`src/rtl/shift_sequencer_pkg.sv`:
```
// Shared definitions for the iterative shift sequencer and its single-bit shifter stage.
// The shift codes are common to both, so they live here.
package shift_sequencer_pkg;

    localparam int SHIFTER_WIDTH = 32;

    localparam logic [1:0] SH_NONE = 2'b00;
    localparam logic [1:0] SH_SLL  = 2'b01;
    localparam logic [1:0] SH_SRL  = 2'b10;
    localparam logic [1:0] SH_SRA  = 2'b11;

    typedef enum logic [1:0] {
        IDLE  = 2'b00,
        SHIFT = 2'b01,
        DONE  = 2'b10
    } state_t;

endpackage

```
`src/rtl/shift_sequencer_shifter.sv`:
```
// Single-bit shifter stage: moves the operand by exactly one position per use.
// SRA replicates bit 31; SLL and SRL fill with zero; SH_NONE passes through.
module shifter
    import shift_sequencer_pkg::*;
(
    input  logic [SHIFTER_WIDTH-1:0] in,
    input  logic [1:0]               shift,
    output logic [SHIFTER_WIDTH-1:0] sout
);

    always_comb begin
        // NOTE: the default assignment first keeps every path driven, so no latch is inferred.
        sout = in;
        case (shift)
            SH_SLL:  sout = {in[SHIFTER_WIDTH-2:0], 1'b0};
            SH_SRL:  sout = {1'b0, in[SHIFTER_WIDTH-1:1]};
            SH_SRA:  sout = {in[SHIFTER_WIDTH-1], in[SHIFTER_WIDTH-1:1]};
            default: sout = in;
        endcase
    end

endmodule

```
`src/rtl/shift_sequencer.sv`:
```
// Multi-cycle SLLI/SRLI/SRAI sequencer: iterates the one-bit shifter shamt times
// on an accumulator, with valid/ready handshakes toward issue and writeback.
module shift_sequencer
    import shift_sequencer_pkg::*;
#(
    parameter int WIDTH   = 32,
    parameter int SHAMT_W = 5
) (
    input  logic               clk,
    input  logic               reset,
    input  logic               in_valid,
    output logic               in_ready,
    input  logic [1:0]         in_op,
    input  logic [SHAMT_W-1:0] in_shamt,
    input  logic [WIDTH-1:0]   in_data,
    output logic               out_valid,
    input  logic               out_ready,
    output logic [WIDTH-1:0]   out_data,
    output logic               busy
);

    state_t             state;
    logic [WIDTH-1:0]   acc;
    logic [SHAMT_W-1:0] cnt;
    logic [1:0]         op_q;
    logic [1:0]         sh_code;
    logic [WIDTH-1:0]   sh_out;

    // Outside SHIFT the stage is held in pass-through so acc is never disturbed.
    assign sh_code = (state == SHIFT) ? op_q : SH_NONE;

    shifter u_shifter (
        .in    (acc),
        .shift (sh_code),
        .sout  (sh_out)
    );

    assign in_ready = (state == IDLE);
    assign out_data = acc;

    always_ff @(posedge clk or posedge reset) begin
        // NOTE: non-blocking assignments here so every register sees the pre-edge values of the others.
        if (reset) begin
            state     <= IDLE;
            acc       <= '0;
            cnt       <= '0;
            op_q      <= SH_NONE;
            out_valid <= 1'b0;
            busy      <= 1'b0;
        end else begin
            case (state)
                IDLE: begin
                    if (in_valid) begin
                        acc  <= in_data;
                        cnt  <= in_shamt;
                        op_q <= in_op;
                        busy <= 1'b1;
                        if (in_shamt == '0 || in_op == SH_NONE) begin
                            state     <= DONE;
                            out_valid <= 1'b1;
                        end else begin
                            state <= SHIFT;
                        end
                    end
                end
                SHIFT: begin
                    acc <= sh_out;
                    cnt <= cnt - 1'b1;
                    // Leaving at cnt==1 means cnt never wraps below zero.
                    if (cnt == SHAMT_W'(1)) begin
                        state     <= DONE;
                        out_valid <= 1'b1;
                    end
                end
                DONE: begin
                    if (out_ready) begin
                        state     <= IDLE;
                        out_valid <= 1'b0;
                        busy      <= 1'b0;
                    end
                end
                default: begin
                    state     <= IDLE;
                    out_valid <= 1'b0;
                    busy      <= 1'b0;
                end
            endcase
        end
    end

endmodule
```
`config.mk`:
```
export PLATFORM = sky130hd
export DESIGN_NAME = shift_sequencer
export DESIGN_NICKNAME = d
export VERILOG_FILES = /design/src/rtl/shift_sequencer_pkg.sv /design/src/rtl/shift_sequencer_shifter.sv /design/src/rtl/shift_sequencer.sv
export SDC_FILE = /design/constraint.sdc
export NUM_CORES = 1
export LEC_CHECK = 0
export CORE_ASPECT_RATIO = 0.9
export CORE_MARGIN = 3
export CORE_UTILIZATION = 55
export CTS_BUF_LIST = sky130_fd_sc_hd__clkbuf_8 sky130_fd_sc_hd__clkbuf_16
export CTS_CLUSTER_SIZE = 40
export DETAILED_ROUTE_END_ITERATION = 12
export DONT_BUFFER_PORTS = 1
export HOLD_SLACK_MARGIN = 0.05
export PLACE_DENSITY = 0.7
export SETUP_SLACK_MARGIN = 0.5
export SLEW_MARGIN = 20
export SYNTH_ARGS = -nofsm -noshare
export SYNTH_HDL_FRONTEND = slang
export SYNTH_SLANG_ARGS = --single-unit
```
`constraint.sdc`:
```
create_clock -name clk -period 2 [get_ports clk]
set_input_delay 0.6 -clock clk [delete_from_list [all_inputs] [get_ports clk]]
set_output_delay 0.6 -clock clk [all_outputs]
set_load 0.005 [all_outputs]
```
* Word level (Yosys, flattened, before mapping)
Index checks and enable logic that the tools add are counted.
Storage, ports and cells: flip-flop bits (word level) 43, input port bits 43, output and inout port bits 35, logic and storage cells 52
Operators by class: add/sub/neg operators 1, equality and inequality tests 13, muxes and demuxes 18, bitwise logic cells 1, reduce and logical (&&, ||, !) cells 12
Operator list (count):
- case mux 32 bit (3 select lines) | 1
- case mux 32 bit (2 select lines) | 1
- 2-to-1 mux 32 bit | 1
- 2-to-1 mux 2 bit | 5
- case mux 5 bit (2 select lines) | 1
- AND reduction 3 bit | 3
- AND reduction 4 bit | 2
- == test 2 bit (second input constant) | 3
- != test 2 bit (second input constant) | 3
- case mux 1 bit (3 select lines) | 2
- case mux 2 bit (3 select lines) | 1
- == test 5 x 1 -> 1 bit (second input constant) | 1
- logical NOT 5 bit | 1
- 2-to-1 mux 1 bit | 5
- 2-to-1 mux 5 bit | 1
- subtractor 5 x 1 -> 5 bit (second input constant) | 1
- == test 2 x 1 -> 1 bit (second input constant) | 2
- logical NOT 2 bit | 2
- != test 2 x 1 -> 1 bit (second input constant) | 2
- != test 4 x 1 -> 1 bit (second input constant) | 1
- AND reduction 2 bit | 2
- != test 3 x 1 -> 1 bit (second input constant) | 1
- nonzero test 2 bit | 1
- logical OR 1 bit | 1
- NOT 1 bit | 1

* Longest topological paths before layout
word-level depth 5, gate-level depth with buffers 7, mapped depth without buffers 5

* Cells and area by module
A second synthesis with hierarchy kept.
Second synthesis, totals: cell total of the unflattened synthesis 311, area total of the unflattened synthesis 2752.6 sq um
By module, submodules not included:
- shift_sequencer | instances 1, cells each 206, area each 2075.7 sq um, sequential area each 1076.0 sq um
- shifter | instances 1, cells each 105, area each 676.9 sq um, sequential area each 0.0 sq um

* Worst setup path after synthesis
Ideal clock, no wire load.
kind input -> register, from input port in_shamt[1], to register state[0], library setup time 0.118 ns, data arrival time 1.708 ns, required time 1.882 ns, slack 0.174 ns, stages on the path 4, path buffers 0, cell sequence or4_1 -> o221a_1 -> or2_1 -> nor2b_1
Between the ends: longest elaborated chain between the ends 5
Ends and longest elaborated chain:
- start: declaration | line shift_sequencer.sv:14 | input logic [SHAMT_W-1:0] in_shamt,
- logical NOT 5 bit | line shift_sequencer.sv:58 | if (in_shamt == '0 || in_op == SH_NONE) begin
- logical OR 1 bit | line shift_sequencer.sv:58
- 2-to-1 mux 2 bit | line shift_sequencer.sv:58
- 2-to-1 mux 2 bit | line shift_sequencer.sv:53 | if (in_valid) begin
- case mux 2 bit (3 select lines) | line shift_sequencer.sv:51 | case (state)
- end signal: assignment | line shift_sequencer.sv:59 | state <= DONE;
- end signal: assignment | line shift_sequencer.sv:62 | state <= SHIFT;
- end signal: assignment | line shift_sequencer.sv:71 | state <= DONE;
- end: declaration | line shift_sequencer.sv:22 | state_t state;
No other way between the ends. The select of a mux whose other input is x is not followed. A chain may end at the register's enable or synchronous reset.

* Worst setup path in the final report
Ends and elaborated chain as after synthesis.

==> flow_metrics.tcl <==
set metrics [dict create \
    finalHoldViolCount 0 \
    cpPeakStageDelay_ns 0.52 \
    cp-start-kind "input port" \
    regArea_um2 1080 \
    stdcell_area_um2 2631 \
    drive_above_1_share 0.1007 \
    setup-violations-final 0 \
    drtPass1Iterations 4 \
    synthTopCellsByCount "dfrtp_1, a21oi_1, nand2_1, nor2_1, o21ai_1" \
    cp_cell_sequence "or4_4, o221a_1, or2_1, nor2b_1" \
    hp-class "input port to async pin" \
    synth_edf_count 0 \
    grt-busiest-layer "met2" \
    rsz0062_at_grt "yes" \
    met1_usage 0.2590 \
    p_sw_uw 2060 \
    wl_per_cell_um 17.40 \
    period_share 0.7823 \
    yosys_warnings 0 \
    clock.fmax_mhz 639.1 \
    initial_core_util 0.5803 \
    area_growth_pct 9.817 \
    async_reset_ff_frac 1.000 \
    fp.dieW_um 75.58 \
    globalRouteMet3Util 0.06957 \
    clk_pin_slew_ns 0.08 \
    synth_top_area_share 0.4491 \
    place_area_um2 2420 \
    diodes 0 \
    num_rows 22 \
    worst_slack_ns 0.4353 \
    tightest_slew_ns 0.5220 \
    maxCapViolations 0 \
    core_area_um2 4129 \
    drc 0 \
    grt_start_max_net_pins 63 \
    p_clk_frac 0.134 \
    multi_input_area_um2 1250 \
    run_status "finished clean" \
    arrival_ns 1.74 \
    clk_latency_ns 0.28 \
    drtAntennaViolNets 0 \
    grt_pass1_wl_mm 7.783 \
    r2r_cells 4 \
    gp_congestion 0.8733 \
    p_sw_frac 0.4359 \
    power_density_nw_per_um2 1797 \
    grt_overflow 0 \
    grt_antenna_before_repair 0 \
    yosysSeqAreaShare 0.4491 \
    vias 1953 \
    yosys_most_used_dff "dfrtp_1" \
    cts_buffers 5 \
    cts_tree "yes" \
    combPwrFrac 0.471 \
    syn_area_um2 2396 \
    fin_skew_ns 0.004111 \
    yosysMostFrequentCell "dfrtp_1" \
    crit_family "simple AND/OR/NAND/NOR gates" \
    final_nets 323 \
    maxSlewViolCount 0 \
    clock_path_buffers 2 \
    place_ws_ns 0.05995 \
    dieArea_um2 5186 \
    n_fill_cell 358 \
    cp-end-kind "register" \
    postCtsHoldBufs 0 \
    rrSetupSlack_ns 0.58 \
    cts_root_buffer "clkbuf_8" \
    crit_buf_inv 0 \
    vias_per_cell 5.991 \
    path_max_fanout 3 \
    cp.required_ns 2.18 \
    hpwl_mm 3.558 \
    ys_ff_latch 43 \
    p_int_uw 2667 \
    io_pins 78 \
    synth.area.top_cells "dfrtp_1, mux2i_1, a21oi_1, o21ai_1, nand2_1" \
    synth_top_cell_by_area "dfrtp_1" \
    synthCells 280 \
    gr-usage-met2 0.3147 \
    ir_drop_mv 0.8554 \
    routed_wl_mm 5.674 \
    portBuffers 0 \
    first_iter_violations 113 \
    power_frac_seq 0.396 \
    min_period_ns 1.565 \
    crit_type "input port to register" \
    htreeDepth 2 \
    cts_num_sinks 43 \
    syn_avg_cell_area_um2 8.557 \
    cp.depth 4 \
    p_leak_uw 0.001185 \
    synth.distinct_cells 32 \
    die_y_um 68.62 \
    tns_ns 0 \
    timing.slew.headroom 0.6520 \
    grt_use_total 0.1966 \
    grt_pass1_vias 1638 \
    synth_nets 325 \
    cp_slowest_cell "or4_4" \
]
metrics by stage:
stage,hold WS (ns),total power [uW],instances,utilization
5_1_grt,0.3748,5138,326,0.6373
3_5_place_dp,0.5357,3879,312,0.5861
6_report,0.3314,4727,326,0.6373
4_1_cts,0.3544,4556,319,0.6173
2_1_floorplan,0.4969,3527,280,-
3_3_place_gp,0.5262,3808,312,0.5861
power by group through the flow:
stage	clock (uW)	sequential, uW	combinational (uW)
finish	632	1870	2220
CTS	643	1870	2040
floorplan	0	1690	1830
global placement	0	1860	1950
detailed placement	0	1870	2010
global route	680	1950	2510
cells in the final DEF (no fill, tap or decap), types with 5 or more instances in the layout:
master	count
dfrtp_1	40
a21oi_1	38
nand2_1	37
nor2_1	34
o21ai_1	32
mux2i_1	31
buf_4	7
inv_1	6
o22ai_1	5
clkbuf_8	5
path summary, 6_finish.rpt:
check,startpoint,endpoint
hold / removal,reset,out_data[4]
setup reg to reg,state[1],out_valid
hold reg to reg,out_data[0],out_data[0]
setup / recovery,in_shamt[1],state[0]
min in group clk,out_ready,state[1]
max in group asynchronous,reset,state[1]
registers in the layout, summed over array words and instances, names as in the netlist:
register   count
out_data      32
state          2
op_q           2
busy           1
cnt            5
out_valid      1
cell type report:
class / instances / share of cell area
Sequential cell: 43 / 0.4104
Tap cell: 48 / 0.02282
Clock inverter: 2 / 0.01284
Clock buffer: 5 / 0.02615
Timing Repair Buffer: 10 / 0.04137
Multi-Input combinational cell: 211 / 0.4750
Inverter: 7 / 0.01141
cell families (layout without fill, tap and decap cells):
kind of cell,after synthesis,count (layout),share of synthesized area
AO/OA/AOI/OAI,90,91,0.2052
AND/OR/NAND/NOR,84,84,0.1436
flip-flops,43,43,0.4491
multiplexers,33,33,0.1389
buffers and inverters,27,24,0.04908
adder cells (fa/ha/maj),2,2,0.01044
XOR/XNOR,1,1,0.003656
what timing repair did:
action / in CTS / in global routing
buffers inserted: 0 / 5
setup endpoints to repair: 36 / 36
pin swaps: 0 / 1
cloned: 0 / 2
resized for setup: 6 / 4
metal layers:
metal  share of wire  vias up  wire length (um)
met5               0        -                 0
met4          0.0067        0                38
met3           0.070        4               395
met2            0.49       69              2774
met1            0.43      916              2466
li1                -      964                 -
(Power assumes the default switching activity.)
